### config.mk
export PLATFORM = sky130hd
export DESIGN_NAME = screen_ctrl
export DESIGN_NICKNAME = d
export VERILOG_FILES = /design/src/rtl/screen_ctrl.sv
export SDC_FILE = /design/constraint.sdc
export NUM_CORES = 1
export LEC_CHECK = 0
export ABC_AREA = 1
export ABC_CLOCK_PERIOD_IN_PS = 1590
export BUFFER_PORTS_ARGS = -buffer_cell sky130_fd_sc_hd__buf_2
export CORE_MARGIN = 2
export CORE_UTILIZATION = 39
export CTS_BUF_LIST = sky130_fd_sc_hd__clkbuf_4 sky130_fd_sc_hd__clkbuf_8
export DETAILED_ROUTE_END_ITERATION = 6
export GPL_TIMING_DRIVEN = 0
export PLACE_DENSITY = 0.82
export REMOVE_ABC_BUFFERS = 1
export SLEW_MARGIN = 30
export SYNTH_ARGS = -nofsm -noshare
export SYNTH_HDL_FRONTEND = slang
export SYNTH_SLANG_ARGS = --single-unit
### constraint.sdc
create_clock -name clk -period 1.59 [get_ports clk]
set_input_delay 0.318 -clock clk [delete_from_list [all_inputs] [get_ports clk]]
set_output_delay 0.318 -clock clk [all_outputs]
set_load 0.05 [all_outputs]
### src/rtl/screen_ctrl.sv
// screen_ctrl: screen sequencer for the sudoku VGA path.
// Tracks the live screen, decodes start/return button clicks, defers screen
// changes to the next frame start and registers the selected pixel colour.
//
// state (screen) | meaning
// ---------------+--------------------------------------------
// MENU           | title screen, start button live
// PLAY           | game running, game_over pulse accepted
// OVER           | game-over screen, return button live
module screen_ctrl #(
  parameter logic [9:0] START_X0 = 10'd256,
  parameter logic [9:0] START_X1 = 10'd383,
  parameter logic [9:0] START_Y0 = 10'd300,
  parameter logic [9:0] START_Y1 = 10'd347,
  parameter logic [9:0] RET_X0   = 10'd256,
  parameter logic [9:0] RET_X1   = 10'd383,
  parameter logic [9:0] RET_Y0   = 10'd360,
  parameter logic [9:0] RET_Y1   = 10'd407
) (
  input  logic        clk,
  input  logic        rst,
  input  logic [9:0]  MOUSE_X,
  input  logic [9:0]  MOUSE_Y,
  input  logic        MOUSE_LEFT,
  input  logic        game_over,
  input  logic [9:0]  h_cnt,
  input  logic [9:0]  v_cnt,
  input  logic        valid,
  input  logic [11:0] pixel_menu_in,
  input  logic [11:0] pixel_play_in,
  input  logic [11:0] pixel_over_in,
  output logic [1:0]  screen,
  output logic        mouse_on_start_button,
  output logic        mouse_on_return_button,
  output logic        game_reset,
  output logic [11:0] vga_rgb
);

  typedef enum logic [1:0] {
    MENU = 2'd0,
    PLAY = 2'd1,
    OVER = 2'd2
  } screen_t;

  screen_t screen_q, screen_d;
  screen_t pend_screen_q, pend_screen_d;
  screen_t req_screen;
  logic    pend_valid_q, pend_valid_d;
  logic    armed_q, armed_d;
  logic    left_prev_q, fs_cond_prev_q;
  logic    game_reset_d;
  logic    in_start, in_ret, hover, rise, fall, click;
  logic    fs_cond, fs, commit, req_valid;

  assign in_start = (MOUSE_X >= START_X0) && (MOUSE_X <= START_X1) &&
                    (MOUSE_Y >= START_Y0) && (MOUSE_Y <= START_Y1);
  assign in_ret   = (MOUSE_X >= RET_X0) && (MOUSE_X <= RET_X1) &&
                    (MOUSE_Y >= RET_Y0) && (MOUSE_Y <= RET_Y1);
  // Only the button belonging to the live screen counts as hovered.
  assign hover    = ((screen_q == MENU) && in_start) || ((screen_q == OVER) && in_ret);

  assign rise     = MOUSE_LEFT && !left_prev_q;
  assign fall     = !MOUSE_LEFT && left_prev_q;
  assign click    = armed_q && fall && hover;

  // Counters dwell on (0,0) for several clk cycles; only the first one is a frame start.
  assign fs_cond  = (h_cnt == 10'd0) && (v_cnt == 10'd0);
  assign fs       = fs_cond && !fs_cond_prev_q;
  assign commit   = fs && pend_valid_q;

  assign screen   = screen_q;

  // Next-state: request decode, pending-request latch, click arming and commit.
  always_comb begin
    screen_d      = screen_q;
    pend_valid_d  = pend_valid_q;
    pend_screen_d = pend_screen_q;
    armed_d       = armed_q;
    game_reset_d  = 1'b0;
    req_valid     = 1'b0;
    req_screen    = MENU;

    case (screen_q)
      MENU: begin
        req_valid  = click;
        req_screen = PLAY;
      end
      PLAY: begin
        req_valid  = game_over;
        req_screen = OVER;
      end
      OVER: begin
        req_valid  = click;
        req_screen = MENU;
      end
      default: begin
        req_valid  = 1'b0;
        req_screen = MENU;
      end
    endcase

    if (commit) begin
      // A request arriving on the commit cycle is dropped: pend_valid is still set.
      screen_d     = pend_screen_q;
      pend_valid_d = 1'b0;
      armed_d      = 1'b0;
      game_reset_d = (pend_screen_q == PLAY);
    end else begin
      if (armed_q) begin
        if (!hover || fall) armed_d = 1'b0;
      end else if (rise && hover) begin
        armed_d = 1'b1;
      end
      if (!pend_valid_q && req_valid) begin
        pend_valid_d  = 1'b1;
        pend_screen_d = req_screen;
      end
    end
  end

  // State register for the screen sequencer and click tracking.
  always_ff @(posedge clk) begin
    if (rst) begin
      screen_q       <= MENU;
      pend_valid_q   <= 1'b0;
      pend_screen_q  <= MENU;
      armed_q        <= 1'b0;
      left_prev_q    <= 1'b0;
      fs_cond_prev_q <= 1'b0;
      game_reset     <= 1'b0;
    end else begin
      screen_q       <= screen_d;
      pend_valid_q   <= pend_valid_d;
      pend_screen_q  <= pend_screen_d;
      armed_q        <= armed_d;
      left_prev_q    <= MOUSE_LEFT;
      fs_cond_prev_q <= fs_cond;
      game_reset     <= game_reset_d;
    end
  end

  // Registered hover flags for the pixel generators, gated by the live screen.
  always_ff @(posedge clk) begin
    if (rst) begin
      mouse_on_start_button  <= 1'b0;
      mouse_on_return_button <= 1'b0;
    end else begin
      mouse_on_start_button  <= (screen_q == MENU) && in_start;
      mouse_on_return_button <= (screen_q == OVER) && in_ret;
    end
  end

  // Output pixel: black in blanking, otherwise the live screen's generator.
  always_ff @(posedge clk) begin
    if (rst) begin
      vga_rgb <= 12'h000;
    end else if (!valid) begin
      vga_rgb <= 12'h000;
    end else begin
      case (screen_q)
        MENU:    vga_rgb <= pixel_menu_in;
        PLAY:    vga_rgb <= pixel_play_in;
        OVER:    vga_rgb <= pixel_over_in;
        default: vga_rgb <= 12'h000;
      endcase
    end
  end

endmodule

## Word level (Yosys, flattened, before mapping)

Index checks and enable logic that the tools add are counted.

| operators by class | value |
|---|---|
| order comparisons | 6 |
| bitwise gates (word level) | 2 |
| multiplexer cells | 6 |
| equal/unequal tests | 3 |
| reduce and logical (&&, ||, !) cells | 31 |

Operators with widths:

| cell | number |
|---|---|
| $pmux W12 S3 | 1 |
| $ge A10 B9 Y1 const B | 3 |
| $le A10 B9 Y1 const B | 3 |
| $logic_not A10 Y1 | 2 |
| $logic_and A1 B1 Y1 | 16 |
| $reduce_or A2 Y1 | 4 |
| $logic_not A1 Y1 | 5 |
| $eq A2 B1 Y1 const B | 2 |
| $pmux W2 S2 | 1 |
| $mux W1 | 3 |
| $eq A2 B2 Y1 const B | 1 |
| $logic_not A2 Y1 | 1 |
| $logic_or A1 B1 Y1 | 2 |
| $not A1 Y1 | 2 |
| $pmux W1 S2 | 1 |
| $reduce_and A2 Y1 | 1 |

| storage, ports and cells | value |
|---|---|
| register bits | 23 |
| output and inout bits | 17 |
| input bits | 81 |
| logic and storage cells | 58 |

## Depth between registers and ports, before layout

Gate-level depths: netlist (run 1).

| logic depth | value |
|---|---|
| depth after elaboration | 10 |
| mapped depth | 11 |
| gate-level depth less buffers | 11 |

## Worst setup path after synthesis (run 1)

OpenSTA, ideal clock, no wires.

| timing path | value |
|---|---|
| kind | register -> register |
| start | reg screen_q[1] (netlist: screen[1]) |
| end | reg pend_screen_q[0] |
| setup slack | -31 ps |
| data required time | 1475 ps |
| library setup time | 115 ps |
| stages on the path, launching flop included | 12 |
| buffers on the path | 0 |
| period minus slack after synthesis | 1621 ps |
| arrival time | 1506 ps |
| cells stage by stage | dfxtp_1 > inv_1 > nor2_2 > inv_2 > a21oi_2 > nand3_1 > nand2_1 > nand2_1 > nand2_2 > nand3_1 > nand2_1 > nor2_1 |

| on the way | value |
|---|---|
| word-level cells in the longest chain between the ends | 7 |

RTL lines:

| element | RTL line | source |
|---|---|---|
| from (decl) | 45 | `screen_t screen_q, screen_d;` |
| from (signal assigned) | 132 | `screen_q <= screen_d;` |
| $eq A2 B2 Y1 or $logic_not A2 Y1 (tied branches) | 60, 83 |  |
| $logic_and A1 B1 Y1 | 60 | `assign hover = ((screen_q == MENU) && in_start) \|\| ((screen_q == OVER) && in_ret);` |
| $logic_or A1 B1 Y1 | 60 |  |
| $logic_and A1 B1 Y1 | 64 | `assign click = armed_q && fall && hover;` |
| $pmux W1 S2 | 83 | `case (screen_q)` |
| $logic_and A1 B1 Y1 | 114 | `if (!pend_valid_q && req_valid) begin` |
| $reduce_and A2 Y1 (no line) | - |  |
| to (signal assigned) | 134 | `pend_screen_q <= pend_screen_d;` |
| to (decl) | 46 | `screen_t pend_screen_q, pend_screen_d;` |

Several ways; a longest one is shown, not always the timed one.
A chain may end at the register's enable or synchronous reset.

## Worst setup path in the final report (run 1)

| timing path | value |
|---|---|
| start | reg screen_q[0] (netlist: screen[0]) |
| end | out screen[0] |

RTL lines:

| element | RTL line | source |
|---|---|---|
| to (decl) | 32 | `output logic [1:0] screen,` |

No word-level cell between the ends.

==> out/qor.yml, run 1 <==
setup_path:
  endpoint: "screen[0]"
  cp.required_ps: 1270
  r2r_end: "pend_screen_q[1]"
  crit_start: "screen[0]"
  end_kind: "output pin"
  r2r-start: "screen[1]"
  slowest_delay_ps: 530
  rrSetupSlack_ps: 170
  r2r_cells: 11
  path_buf_inv: 1
  crit_slowest_cell: "dfxtp_1"
  critical_path_arrival_ps: 1160
  cp_cell_sequence: "buf_2"
  cp-start-kind: "flop"
  worstSetupPathDepth: 1
  path_class: "flop to output pin"
  cp_max_fo: 6
  critPathTopFamily: "flip-flops"
finish:
  antenna_cells: 0
  design_area_um2: 1690
  fillerInstances: 266
  layout-drive-gt1-share_pct: 37.9
  layout-area-overhead-vs-synth_pct: 47.0
  final_core_util_pct: 60.9
  layout.nets: 359
pwr:
  pwr-share-comb_pct: 19.0
  p_switching_w: 0.000272
  power_density_nw_per_um2: 632
  ir_drop_mv: 0.500
  fin_total_pwr_w: 0.00107
  power.share.switching_pct: 25.5
  cellLeakagePower_nw: 1.04
  seqPwrFrac_pct: 55.4
  p_int_w: 0.000798
  clockPowerShare_pct: 25.7
logic_synthesis:
  synth_commonest_cells: "nand2_1, inv_1, dfxtp_1"
  synth-edff-count: 0
  synth_area_per_cell_um2: 6.16
  async_flop_share_pct: 0
  synthFlopType: "dfxtp_1"
  syn_inst: 187
  yosysUniqueCellTypes: 21
  ys_seq_area_share_pct: 40.0
  synth.top_cell.area_share_pct: 40.0
  synth_largest_area_cell: "dfxtp_1"
  yosys_warnings: 0
  synthTopCellsByArea: "dfxtp_1, nand2_1, nand3_1"
  synth_most_common_cell: "nand2_1"
  syn_area_um2: 1150
  synth-seq-cells: 23
run:
  drv_cap: 0
die:
  core_area_um2: 2780
  rows: 19
  fp.dieW_um: 58.4
  io_pins: 98
  die-height_um: 58.4
  start_util_pct: 41.4
  die_area_um2: 3410
timing:
  hold_slack_ps: 250
  rsz0062_at_grt: "no"
  finalHoldViolCount: 0
  max_freq_mhz: 679
  setup_ws_ps: 117
  fin_crit_sh_pct: 92.6
  fin_worst_skew_ps: 2.34
  tightest_slew_ps: 751
  fin_crit_ps: 1470
  slew-limit-headroom_pct: 49.7
  slew_violations: 0
  setup_viol: 0
status:
  status: "completed"
placement:
  gp_congestion: 0.760
  pre_cts_ws_ps: -270
  port_buffers: 88
  placed_area_um2: 1610
  dp_hpwl_um: 2250
global_route:
  grt_pass1_vias: 1197
  grt_max_degree: 15
  grt_overflow: 0
  grt_pass1_wl_um: 4750
  grt_usage_pct: 17.7
  antenna_found_initial: 0
route:
  drt_iter0_markers: 40
  wl_per_cell_um: 9.47
  dr.pass1.iters: 4
  remaining_drc_errors: 0
  drtAntennaViolNets: 0
  via_per_inst: 4.48
  vias: 1381
  routed_wl_um: 2920
cts:
  cts.htree.levels: 1
  clkTransAtPathRegs_ps: 120
  cts_num_sinks: 23
  clockRootBuffer: "clkbuf_4"
  ctsLongestPathBuffers: 2
  cts_buffers: 3
  clk_latency_ps: 290
  cts_tree: "yes"
min_path:
  worstHoldStart: "MOUSE_LEFT"
  min_path_type: "input pin to flop"
## state kept, by name, summed over array words and instances (netlist names)
signal	count
vga_rgb	12
game_reset	1
mouse_on_return_button	1
pend_screen_q	2
left_prev_q	1
mouse_on_start_button	1
armed_q	1
pend_valid_q	1
fs_cond_prev_q	1
screen	2
## cell type report
type                            count  area [µm²]  area share, %
Tap cell                           31        38.8           2.29
Inverter                           31         116           6.87
Timing Repair Buffer               91         475           28.1
Multi-Input combinational cell    128         572           33.8
Sequential cell                    23         462           27.3
Clock buffer                        4        30.0           1.77
## worst min-delay path by stage
stage / end / slack (ps) / depth (start not counted)
final: left_prev_q / 250 / 3
after global routing: left_prev_q / 270 / 3
after detailed placement: game_reset / 440 / 1
after CTS: left_prev_q / 240 / 3
after global placement: game_reset / 450 / 1
after floorplan: left_prev_q / 390 / 1
## power by group through the flow
stage	clock network (W)	logic (W)	registers [W]
finish	0.000275	0.000203	0.000593
global route	0.000303	0.000225	0.000594
CTS	0.000286	0.000204	0.000593
detailed placement	0	0.000204	0.000606
global placement	0	0.000201	0.000605
floorplan	0	0.0000526	0.000650
## layout by cell type (no fill, tap or decap), types with 3 or more instances in the layout
cell type / instances
nand2_1: 67
inv_1: 29
dfxtp_1: 22
nor2_1: 20
nor2_4: 3
clkbuf_4: 4
buf_2: 88
nand3_1: 22
## through the flow
step / instances / setup TNS (ps)
after floorplan: 182 / -660
after global placement: 301 / -1130
after detailed placement: 301 / -1730
after CTS: 307 / 0
after global routing: 308 / 0
final: 308 / 0
## logic make-up (layout without fill, tap and decap cells)
family,Yosys count,in the layout,share of synthesized area [%]
AND/OR/NAND/NOR,122,122,45.0
buffers and inverters,36,126,11.9
flip-flops,23,23,40.0
AO/OA/AOI/OAI,6,6,3.15
## per-layer routing
layer,vias up,GRT usage (%),wire [µm]
met5,-,0,0
met4,0,4.32,0
met3,0,2.20,209
met2,48,33.4,1470
met1,584,20.9,1230
li1,749,-,-
## repair_timing
item / in CTS / in global routing
pin swaps: 2 / 1
resized for setup: 4 / 1
setup endpoints to repair: 16 / 2
setup buffers: 2 / 1
hold buffers: 0 / 0
## worst min-delay path: stages
cell    delay [ps]
buf_2           70
inv_1           50
nor2_1          70
(Power assumes the default switching activity.)
==> inputs of run 2 (changes only) <==
--- a/config.mk
+++ b/config.mk
@@ -14,5 +14,5 @@
 export DETAILED_ROUTE_END_ITERATION = 6
 export GPL_TIMING_DRIVEN = 0
-export PLACE_DENSITY = 0.82
+export PLACE_DENSITY = 0.81
 export REMOVE_ABC_BUFFERS = 1
 export SLEW_MARGIN = 30
@@ -20,2 +20,3 @@
 export SYNTH_HDL_FRONTEND = slang
 export SYNTH_SLANG_ARGS = --single-unit
+export TNS_END_PERCENT = 5
==> constraint.sdc (replaced) <==
create_clock -name clk -period 1.59 [get_ports clk]
set_input_delay 0.318 -clock clk [delete_from_list [all_inputs] [get_ports clk]]
set_output_delay 0.318 -clock clk [all_outputs]
set_load 0.1 [all_outputs]
==> run 2 against run 1 <==
Sequential share of layout area is 0.36 points higher. Cell area fell by 0.52%. Die area unchanged. Core utilization decreased by 0.31 points. Critical path depth unchanged. First-iteration DRC count shrank 48%. Combinational power is 22% higher.
==> out/qor.yml, run 2 (same netlist as run 1, synthesis figures left out) <==
route:
  drt_iter0_markers: 21
  wl_per_cell_um: 9.55
  routed_wl_um: 2940
  vias: 1366
  drtAntennaViolNets: 0
  remaining_drc_errors: 0
  dr.pass1.iters: 4
  via_per_inst: 4.44
cts:
  clkTransAtPathRegs_ps: 110
  cts_buffers: 3
  cts_tree: "yes"
  ctsLongestPathBuffers: 2
  cts.htree.levels: 1
  clk_latency_ps: 320
  cts_num_sinks: 23
  clockRootBuffer: "clkbuf_4"
  hold_buffers: 0
timing:
  max_freq_mhz: 680
  rsz0062_at_grt: "no"
  fin_crit_sh_pct: 92.5
  setup_ws_ps: 119
  tightest_slew_ps: 721
  slew_violations: 0
  fin_worst_skew_ps: 10.7
  fin_crit_ps: 1470
  finalHoldViolCount: 0
  slew-limit-headroom_pct: 51.7
  setup_viol: 0
finish:
  layout-drive-gt1-share_pct: 38.3
  layout.nets: 359
  seqCellArea_um2: 465
  fillerInstances: 280
  design_area_um2: 1690
  largest_register: "vga_rgb"
  most-common-layout-cells: "buf_2, nand2_1, inv_1, nand3_1, dfxtp_1"
  mostFrequentLayoutCell: "buf_2"
  antenna_cells: 0
  layout-area-overhead-vs-synth_pct: 46.3
  multi_input_area_um2: 572
  largest_reg_flops: 12
placement:
  pre_cts_ws_ps: -246
  placed_area_um2: 1610
  dp_hpwl_um: 2390
  gp_congestion: 0.759
  port_buffers: 88
global_route:
  grt_usage_pct: 18.2
  grt_pass1_wl_um: 4820
  grt_max_degree: 15
  grt_overflow: 0
  antenna_found_initial: 0
  grt_pass1_vias: 1195
setup_path:
  path_buf_inv: 1
  cp_max_fo: 5
  slowest_delay_ps: 430
  critPathTopFamily: "buffers and inverters"
  crit_slowest_cell: "buf_2"
  end_kind: "output pin"
  path_class: "flop to output pin"
  critical_path_arrival_ps: 1150
  cp.required_ps: 1270
  cp-start-kind: "flop"
  cp_cell_sequence: "buf_2"
pwr:
  pwr-share-comb_pct: 22.4
  cellLeakagePower_nw: 1.04
  clockPowerShare_pct: 24.2
  ir_drop_mv: 0.592
  p_int_w: 0.000775
  power.share.switching_pct: 30.0
  power_density_nw_per_um2: 657
  seqPwrFrac_pct: 53.4
  p_switching_w: 0.000332
die:
  core_area_um2: 2780
  fp.dieW_um: 58.4
  rows: 19
  die_area_um2: 3410
  start_util_pct: 41.4
  io_pins: 98
  die-height_um: 58.4
run:
  drv_cap: 0
min_path:
  min_path_type: "input pin to flop"
status:
  status: "completed"
## run 2: path summary, 6_finish.rpt
| check | depth (start not counted) | slack [ps] | to | from |
|---|---|---|---|---|
| setup / recovery | 1 | 120 | screen[1] | screen[1] |
| hold / removal | 3 | 230 | left_prev_q | MOUSE_LEFT |
| hold reg to reg | 1 | 460 | game_reset | pend_screen_q[1] |
| setup reg to reg | 11 | 190 | pend_screen_q[1] | screen[1] |
## run 2: final cells by class
| class | instances | area share [%] |
|---|---|---|
| Inverter | 31 | 6.90 |
| Multi-Input combinational cell | 128 | 33.9 |
| Tap cell | 31 | 2.30 |
| Clock inverter | 1 | 0.297 |
| Timing Repair Buffer | 91 | 27.6 |
| Sequential cell | 23 | 27.6 |
| Clock buffer | 3 | 1.34 |
## run 2: timing repair
action	in CTS	in global routing
pin swaps	0	2
setup endpoints to repair	17	17
resized for setup	4	4
setup buffers	0	3
## run 2: routing by layer
layer  wire length, µm  vias up  global-route usage (%)  part of all wire [%]
li1                  -      746                       -                     -
met5                 0        -                       0                     0
met3               175        5                    2.86                   6.0
met1              1200      571                    21.4                    41
met4                38        0                    8.31                   1.3
met2              1530       44                    32.3                    52
## run 2: power groups by stage
stage / combinational (W) / clock, W / sequential (W)
final: 0.000248 / 0.000268 / 0.000591
after global routing: 0.000271 / 0.000302 / 0.000593
after CTS: 0.000250 / 0.000270 / 0.000593
after detailed placement: 0.000249 / 0 / 0.000606
after global placement: 0.000247 / 0 / 0.000605
after floorplan: 0.0000526 / 0 / 0.000696
## run 2: through the flow
stage	hold WS (ps)	instances	TNS, ps	util (%)	total power, W
floorplan	390	182	-6400	-	0.000748
global placement	453	301	-1040	57.9	0.000852
detailed placement	439	301	-1240	57.9	0.000855
CTS	238	305	-125	59.4	0.00111
global route	263	308	0	60.6	0.00117
finish	235	308	0	60.6	0.00111
